--- src/rtl/bht_2slot.sv ---
// Branch history table: 2-bit saturating direction counters,
// organised as rows of half-word slots, one fetch word per lookup.
module bht_2slot #(
   parameter int unsigned NR_ENTRIES      = 32,
   parameter int unsigned INSTR_PER_FETCH = 2,
   parameter int unsigned VLEN            = 32
) (
   input  logic                       clk_i,
   input  logic                       rst_ni,
   input  logic                       flush_i,
   input  logic                       debug_mode_i,
   input  logic [VLEN-1:0]            vpc_i,
   input  logic                       bht_update_valid_i,
   input  logic [VLEN-1:0]            bht_update_pc_i,
   input  logic                       bht_update_taken_i,
   output logic [INSTR_PER_FETCH-1:0] bht_valid_o,
   output logic [INSTR_PER_FETCH-1:0] bht_taken_o
);

   localparam int unsigned ROWS      = NR_ENTRIES / INSTR_PER_FETCH;
   localparam int unsigned ROW_BITS  = $clog2(ROWS);
   localparam int unsigned SLOT_BITS = $clog2(INSTR_PER_FETCH);
   localparam int unsigned IDX_BITS  = ROW_BITS + SLOT_BITS;

   logic [NR_ENTRIES-1:0]      valid_q, valid_d;
   logic [NR_ENTRIES-1:0][1:0] cnt_q, cnt_d;

   logic [ROW_BITS-1:0] lkp_row;
   logic [IDX_BITS-1:0] lkp_idx;
   logic [IDX_BITS-1:0] upd_idx;
   logic                upd_en;
   logic                unused_bits;

   // Entry index is {row, slot}, i.e. the half-word address bits.
   assign lkp_row = vpc_i[IDX_BITS:SLOT_BITS+1];
   assign upd_idx = bht_update_pc_i[IDX_BITS:1];
   assign upd_en  = bht_update_valid_i & ~debug_mode_i & ~flush_i;

   assign unused_bits = ^{vpc_i[VLEN-1:IDX_BITS+1],
                          vpc_i[SLOT_BITS:0],
                          bht_update_pc_i[VLEN-1:IDX_BITS+1],
                          bht_update_pc_i[0]};

   always_comb begin
      bht_valid_o = '0;
      bht_taken_o = '0;
      lkp_idx     = '0;
      for (int i = 0; i < int'(INSTR_PER_FETCH); i++) begin
         lkp_idx        = {lkp_row, SLOT_BITS'(i)};
         bht_valid_o[i] = valid_q[lkp_idx];
         bht_taken_o[i] = valid_q[lkp_idx] & cnt_q[lkp_idx][1];
      end
   end

   always_comb begin
      valid_d = valid_q;
      cnt_d   = cnt_q;
      if (flush_i) begin
         valid_d = '0;
         cnt_d   = '0;
      end else if (upd_en) begin
         if (!valid_q[upd_idx]) begin
            valid_d[upd_idx] = 1'b1;
            cnt_d[upd_idx]   = bht_update_taken_i ? 2'b10 : 2'b01;
         end else if (bht_update_taken_i) begin
            if (cnt_q[upd_idx] != 2'b11)
               cnt_d[upd_idx] = cnt_q[upd_idx] + 2'd1;
         end else begin
            if (cnt_q[upd_idx] != 2'b00)
               cnt_d[upd_idx] = cnt_q[upd_idx] - 2'd1;
         end
      end
   end

   always_ff @(posedge clk_i or negedge rst_ni) begin
      if (!rst_ni) begin
         valid_q <= '0;
         cnt_q   <= '0;
      end else begin
         valid_q <= valid_d;
         cnt_q   <= cnt_d;
      end
   end

`ifndef SYNTHESIS
   a_pow2: assert property (@(posedge clk_i)
      (NR_ENTRIES & (NR_ENTRIES - 1)) == 0);
   a_no_x: assert property (@(posedge clk_i) disable iff (!rst_ni)
      !$isunknown({bht_valid_o, bht_taken_o}));
`endif

endmodule

--- config.mk ---
export PLATFORM = sky130hd
export DESIGN_NAME = bht_2slot
export DESIGN_NICKNAME = d
export VERILOG_FILES = /design/src/rtl/bht_2slot.sv
export SDC_FILE = /design/constraint.sdc
export NUM_CORES = 1
export LEC_CHECK = 0
export CORE_MARGIN = 10
export CORE_UTILIZATION = 48
export DETAILED_ROUTE_END_ITERATION = 12
export PLACE_DENSITY_LB_ADDON = 0.1
export SYNTH_ARGS = -nofsm -noshare
export SYNTH_HDL_FRONTEND = slang
export SYNTH_SLANG_ARGS = --single-unit
--- constraint.sdc ---
create_clock -name clk_i -period 8.2 [get_ports clk_i]
set_clock_uncertainty 0.05 [all_clocks]
set_input_delay 1.64 -clock clk_i [delete_from_list [all_inputs] [get_ports clk_i]]
set_output_delay 1.64 -clock clk_i [all_outputs]
set_load 0.01 [all_outputs]
==> out/qor.txt <==
outcome - completed
Cell variety after synth - 42
Core Box Area - 11000 um2
slack of the worst reg-to-reg path - 4.83 ns
largest net degree at the start of global routing - 71
max-cap check violation count - 0
Syn Nets - 536
Arrival @ worst endpoint - 4.37 ns
setup bufs post-CTS - 0
post-DP HPWL - 9.93 mm
minimum clock period - 6.06 ns
Final setup viols - 0
final worst slack - 2.14 ns
Initial DRC Count - 384
M1 wire length - 6.44 mm
setup TNS - 0 ns
mapped cell area - 5460 um2
Die Y-Extent - 127 um
first-pass GRT wire length - 24.1 mm
met2 wire length - 7.41 mm
Max Used Layer - met4
Rows - 38
GPL Wtd Cong - 0.838
ANT cells - 0
drt first pass iters - 5
initial antenna violation count - 0
Slew Limit Fails - 0
metal3 WL - 691 um
Area Growth Syn to Fin - 8.25%
NumNets Final - 529
Max stage delay on crit path - 0.93 ns
routed len/inst - 25.0 um
clk sink count - 96
Global Route Usage Sum - 0.191
Worst Setup EP - bht_taken_o[0]
clk buf depth - 2
f_max - 165 MHz
RSZ-0062 raised after global routing - false
remaining antenna violation count - 0
TritonCTS clock tree - built
# hold bufs at CTS - 0
DIE AREA - 16000 um2
measured slew at the worst slew-check pin - 0.895 ns
number of buffers created by CTS - 9
residual DRC count - 0
IO buf count - 18
Pwr per Cell Area - 165 nW/um2
Startpoint Class - input port
Seq/Total Area, Yosys - 0.440
Min Hold Slack - 0.439 ns
Fillers - 972
final hold vios - 0
die width - 127 um
Slowest cell on crit path - clkdlybuf4s50_1
worst reg2reg path depth - 10
Post-Syn Instances - 464
Setup WS pre-CTS - 2.16 ns
Core Util, Final - 0.538
Req. time, crit path - 6.51 ns
Resize count post-CTS - 0
initial cell density of the core - 0.497
Clk Tree Root Cell - clkbuf_16
Vias/cell - 6.84
number of global-route vias before repair - 4270
Worst-path clk slew - 0.06 ns
H-tree lvl count - 3
Hold Path Class - flip-flop to flip-flop
WL final - 15.0 mm
Design Area, Final - 5910 um2
Area after DPL - 5640 um2
Syn Area/Cell - 11.8 um2
worst r2r src - cnt_q[55]
critical path startpoint - vpc_i[3]
Peak VDD IR - 0.0000954 V
Reg-to-Reg End - cnt_q[56]
boundary pin count - 74
crit path kind - input port to primary output
CP Max Fanout - 10
share of cells above drive strength 1 - 0.158
CP endpoint kind - primary output
Leak Pwr - 2.36 nW
max_slew headroom - 0.403
Synth Warn # - 0
Final Cycle Share - 0.739
Yosys reg bits - 96
worst-path cell chain - clkdlybuf4s50_1, mux4_2, mux4_2, and2_1, clkdlybuf4s50_1
min-delay src - cnt_q[8]
vias post-DR - 4120
clk_lat worst skew - 0.36 ns
total gr overflow - 0
[power breakdown]
| part | switching [mW] | internal [mW] | total [mW] | leakage (nW) |
|---|---|---|---|---|
| sequential | 0.00168 | 0.476 | 0.478 | 1.34 |
| combinational | 0.0744 | 0.0329 | 0.107 | 0.899 |
| clock | 0.179 | 0.214 | 0.393 | 0.123 |
[how the worst min path moves through the flow]
stage | cells past startpoint | slack [ns] | to
4_1_cts | 1 | 0.44 | cnt_q[0]
3_5_place_dp | 1 | 0.43 | cnt_q[6]
3_3_place_gp | 1 | 0.42 | cnt_q[10]
5_1_grt | 1 | 0.45 | cnt_q[22]
6_report | 1 | 0.44 | cnt_q[8]
2_1_floorplan | 1 | 0.42 | cnt_q[0]
[routing by layer]
metal  vias to the layer above  GRT usage
met2                       134      0.310
li1                       1822          -
met1                      2134      0.237
met5                         -          0
met3                        30     0.0333
met4                         0      0.104
[cell usage in the layout, fill, tap and decap left out, types with 2 or more instances in the layout]
master and instances:
inv_1 36, clkinvlp_4 2, mux2i_1 33, buf_4 11, o211ai_2 2, clkdlybuf4s50_1 15
and2_1 6, and3_1 2, or3_1 2, nor2_1 11, mux4_2 28, a32o_1 64
a21oi_1 33, nand3_1 3, ha_1 2, o221ai_1 2, a22oi_1 4, or2_2 6
clkbuf_1 4, clkbuf_16 9, nor3_1 3, nor2b_1 4, dfrtp_1 96, nand2_1 12
buf_2 2, nand2b_1 8, o22ai_1 44, nor3b_4 3
[metrics by stage]
| stage | cells | total power [mW] |
|---|---|---|
| after global placement | 586 | 0.592 |
| after global routing | 602 | 1.01 |
| after CTS | 602 | 0.988 |
| final | 602 | 0.978 |
| after floorplan | 464 | 0.558 |
| after detailed placement | 586 | 0.594 |
[cell usage after synthesis (all sizes together)]
cell type | instances | area [um2]
o22ai | 45 | 288
a41oi | 1 | 27.5
nor2b | 4 | 25.0
a31o | 1 | 8.76
dfrtp | 96 | 2400
mux4 | 28 | 631
and3 | 2 | 12.5
nand4 | 1 | 21.3
and2 | 6 | 37.5
nor3b | 3 | 56.3
a21oi | 34 | 174
inv | 36 | 135
nand2 | 12 | 45.0
ha | 2 | 25.0
nor4 | 2 | 27.5
or3 | 2 | 12.5
o32a | 1 | 10.0
mux2i | 33 | 330
a22oi | 5 | 42.5
buf | 17 | 128
nand2b | 8 | 50.1
clkbuf | 29 | 109
o32ai | 2 | 36.3
a32oi | 1 | 16.3
nor3 | 3 | 15.0
o211ai | 2 | 25.0
o31a | 1 | 8.76
o221ai | 2 | 17.5
nand3 | 3 | 15.0
and4 | 1 | 8.76
a32o | 64 | 641
or2 | 6 | 37.5
nor2 | 11 | 41.3
[final cells by class]
cell class,instances,area [um2],area share
Clock buffer,14,254,0.0430
Clock inverter,2,15.0,0.00254
Inverter,36,135,0.0229
Multi-Input combinational cell,286,2690,0.454
Sequential cell,96,2400,0.406
Tap cell,140,175,0.0296
Timing Repair Buffer,28,243,0.0411
[cells by family after synthesis]
kind of cell | Yosys count | share of synthesized area
buf+inv | 82 | 0.0681
flops | 96 | 0.440
mux | 61 | 0.176
compound gates | 159 | 0.237
simple gates | 64 | 0.0742
fa+ha+maj | 2 | 0.00458
[flip-flops by register name (all words and copies together) (netlist names)]
register  count
cnt_q        64
valid_q      32
[worst max-delay path, delay by kind of cell]
family / cells / cell delay [ns]
and+or+nand+nor: 1 / 0.19
muxes: 2 / 1.12
buffers and inverters: 2 / 1.41
Power figures use the tool's default switching activity.
==> edit (config.mk and constraints unchanged) <==
The parameter `NR_ENTRIES` goes from 32 to 128.
--- a/src/rtl/bht_2slot.sv
+++ b/src/rtl/bht_2slot.sv
@@ -3,3 +3,3 @@
 module bht_2slot #(
-   parameter int unsigned NR_ENTRIES      = 32,
+   parameter int unsigned NR_ENTRIES      = 128,
    parameter int unsigned INSTR_PER_FETCH = 2,
Function: changed (a bounded check fails within 4 cycles, from zero or initial values and one cycle with rst_ni low).
==> edit against the original RTL <==
- sequential share of layout area is 0.13 points higher
- global-route usage grew 8.5 points
- highest routed layer unchanged
- total power rose to 4.3 times the old value
- hold slack gained 0.025 ns
- final area rose to 4.0 times the old value
- area after synthesis grew to 3.9 times the old value
- wire length rose to 5.0 times the old value
- critical path depth up 2
- maximum frequency fell by 8.6%
- die area increased to 3.3 times the old value
- worst setup slack lost 0.57 ns
- sequential cell count rose by 288
- register-to-register slack got worse by 0.93 ns
- synthesized cell count grew to 4.7 times the old value
==> edit: results (changes against the original RTL) <==
total track usage=0.276 (+0.0848); Largest regs=cnt_q: 256 flops, valid_q: 128 flops; routability congestion estimate from global placement=0.919 (+9.6%); outcome=finished, final reports clean; P&R area growth vs syn=9.47%; met2 usage=0.411 (+0.101); multi-input logic area=11000 µm² (+310%); Power Internal=0.00311 W (+330%); Post-layout nets=2140 (+300%); fillers=4001 (+310%); cell family with the largest share of critical-path delay=multiplexers; Netlist cell types=60 (+43%); worst hold slack=0.463 ns (+0.0246 ns); Arrival @ worst endpoint=4.94 ns (+0.57 ns); Final min period=6.63 ns (+0.571 ns); mux share of post-synthesis cell area=0.155 (-0.0206); synth top area cells=dfrtp_1 (45%), mux4_2 (14%), a31oi_1 (5.1%); latest clock arrival within the worst-skew pair=0.60 ns (+0.24 ns); FF-to-FF End=cnt_q[182]$_DFFE_PN0P_; global-route wire length before repair=115000 µm (+380%); met2 routed wirelength=33500 µm (+350%); CP max-delay cell=mux4_2; clk sinks=384 (+300%); Layout Cells excl Fill=2694 (+350%); Compound-Gate Fraction of Synth Area=0.192 (-0.0449); Buffers, non-clock=90 (+220%); comb_multi_in=1535 (+440%); Num CTS Buffers=44 (+35); sequential cell area share=0.408 (+0.00130); largest net degree at the start of global routing=176 (+150%); Port Buffers=22 (+4); met3 Use GR=0.0496 (+0.0163); worst hold stages=2 (+1); Max VDD drop=0.170 mV (+78%)
edit: cell types whose count changed in the layout (fill, tap and decap cells not counted), moves of 43 or more:
cell | before | now
a31oi_1 | 0 | 174
nand2_1 | 12 | 156
o21ai_0 | 0 | 201
mux4_2 | 28 | 135
nor2_1 | 11 | 187
dfrtp_1 | 96 | 384
buf_4 | 11 | 65
nor3_1 | 3 | 163
a22oi_1 | 4 | 47
nor2b_1 | 4 | 106
a21oi_1 | 33 | 99
a32o_1 | 64 | 0
edit: power groups by stage:
| stage | Combinational (W) | Sequential, W | Clock, W |
|---|---|---|---|
| floorplan | 0.000208 | 0.00194 | 0 |
| global placement | 0.000374 | 0.00194 | 0 |
| detailed placement | 0.000375 | 0.00194 | 0 |
| CTS | 0.000376 | 0.00190 | 0.00199 |
| global route | 0.000399 | 0.00190 | 0.00206 |
| finish | 0.000381 | 0.00190 | 0.00196 |
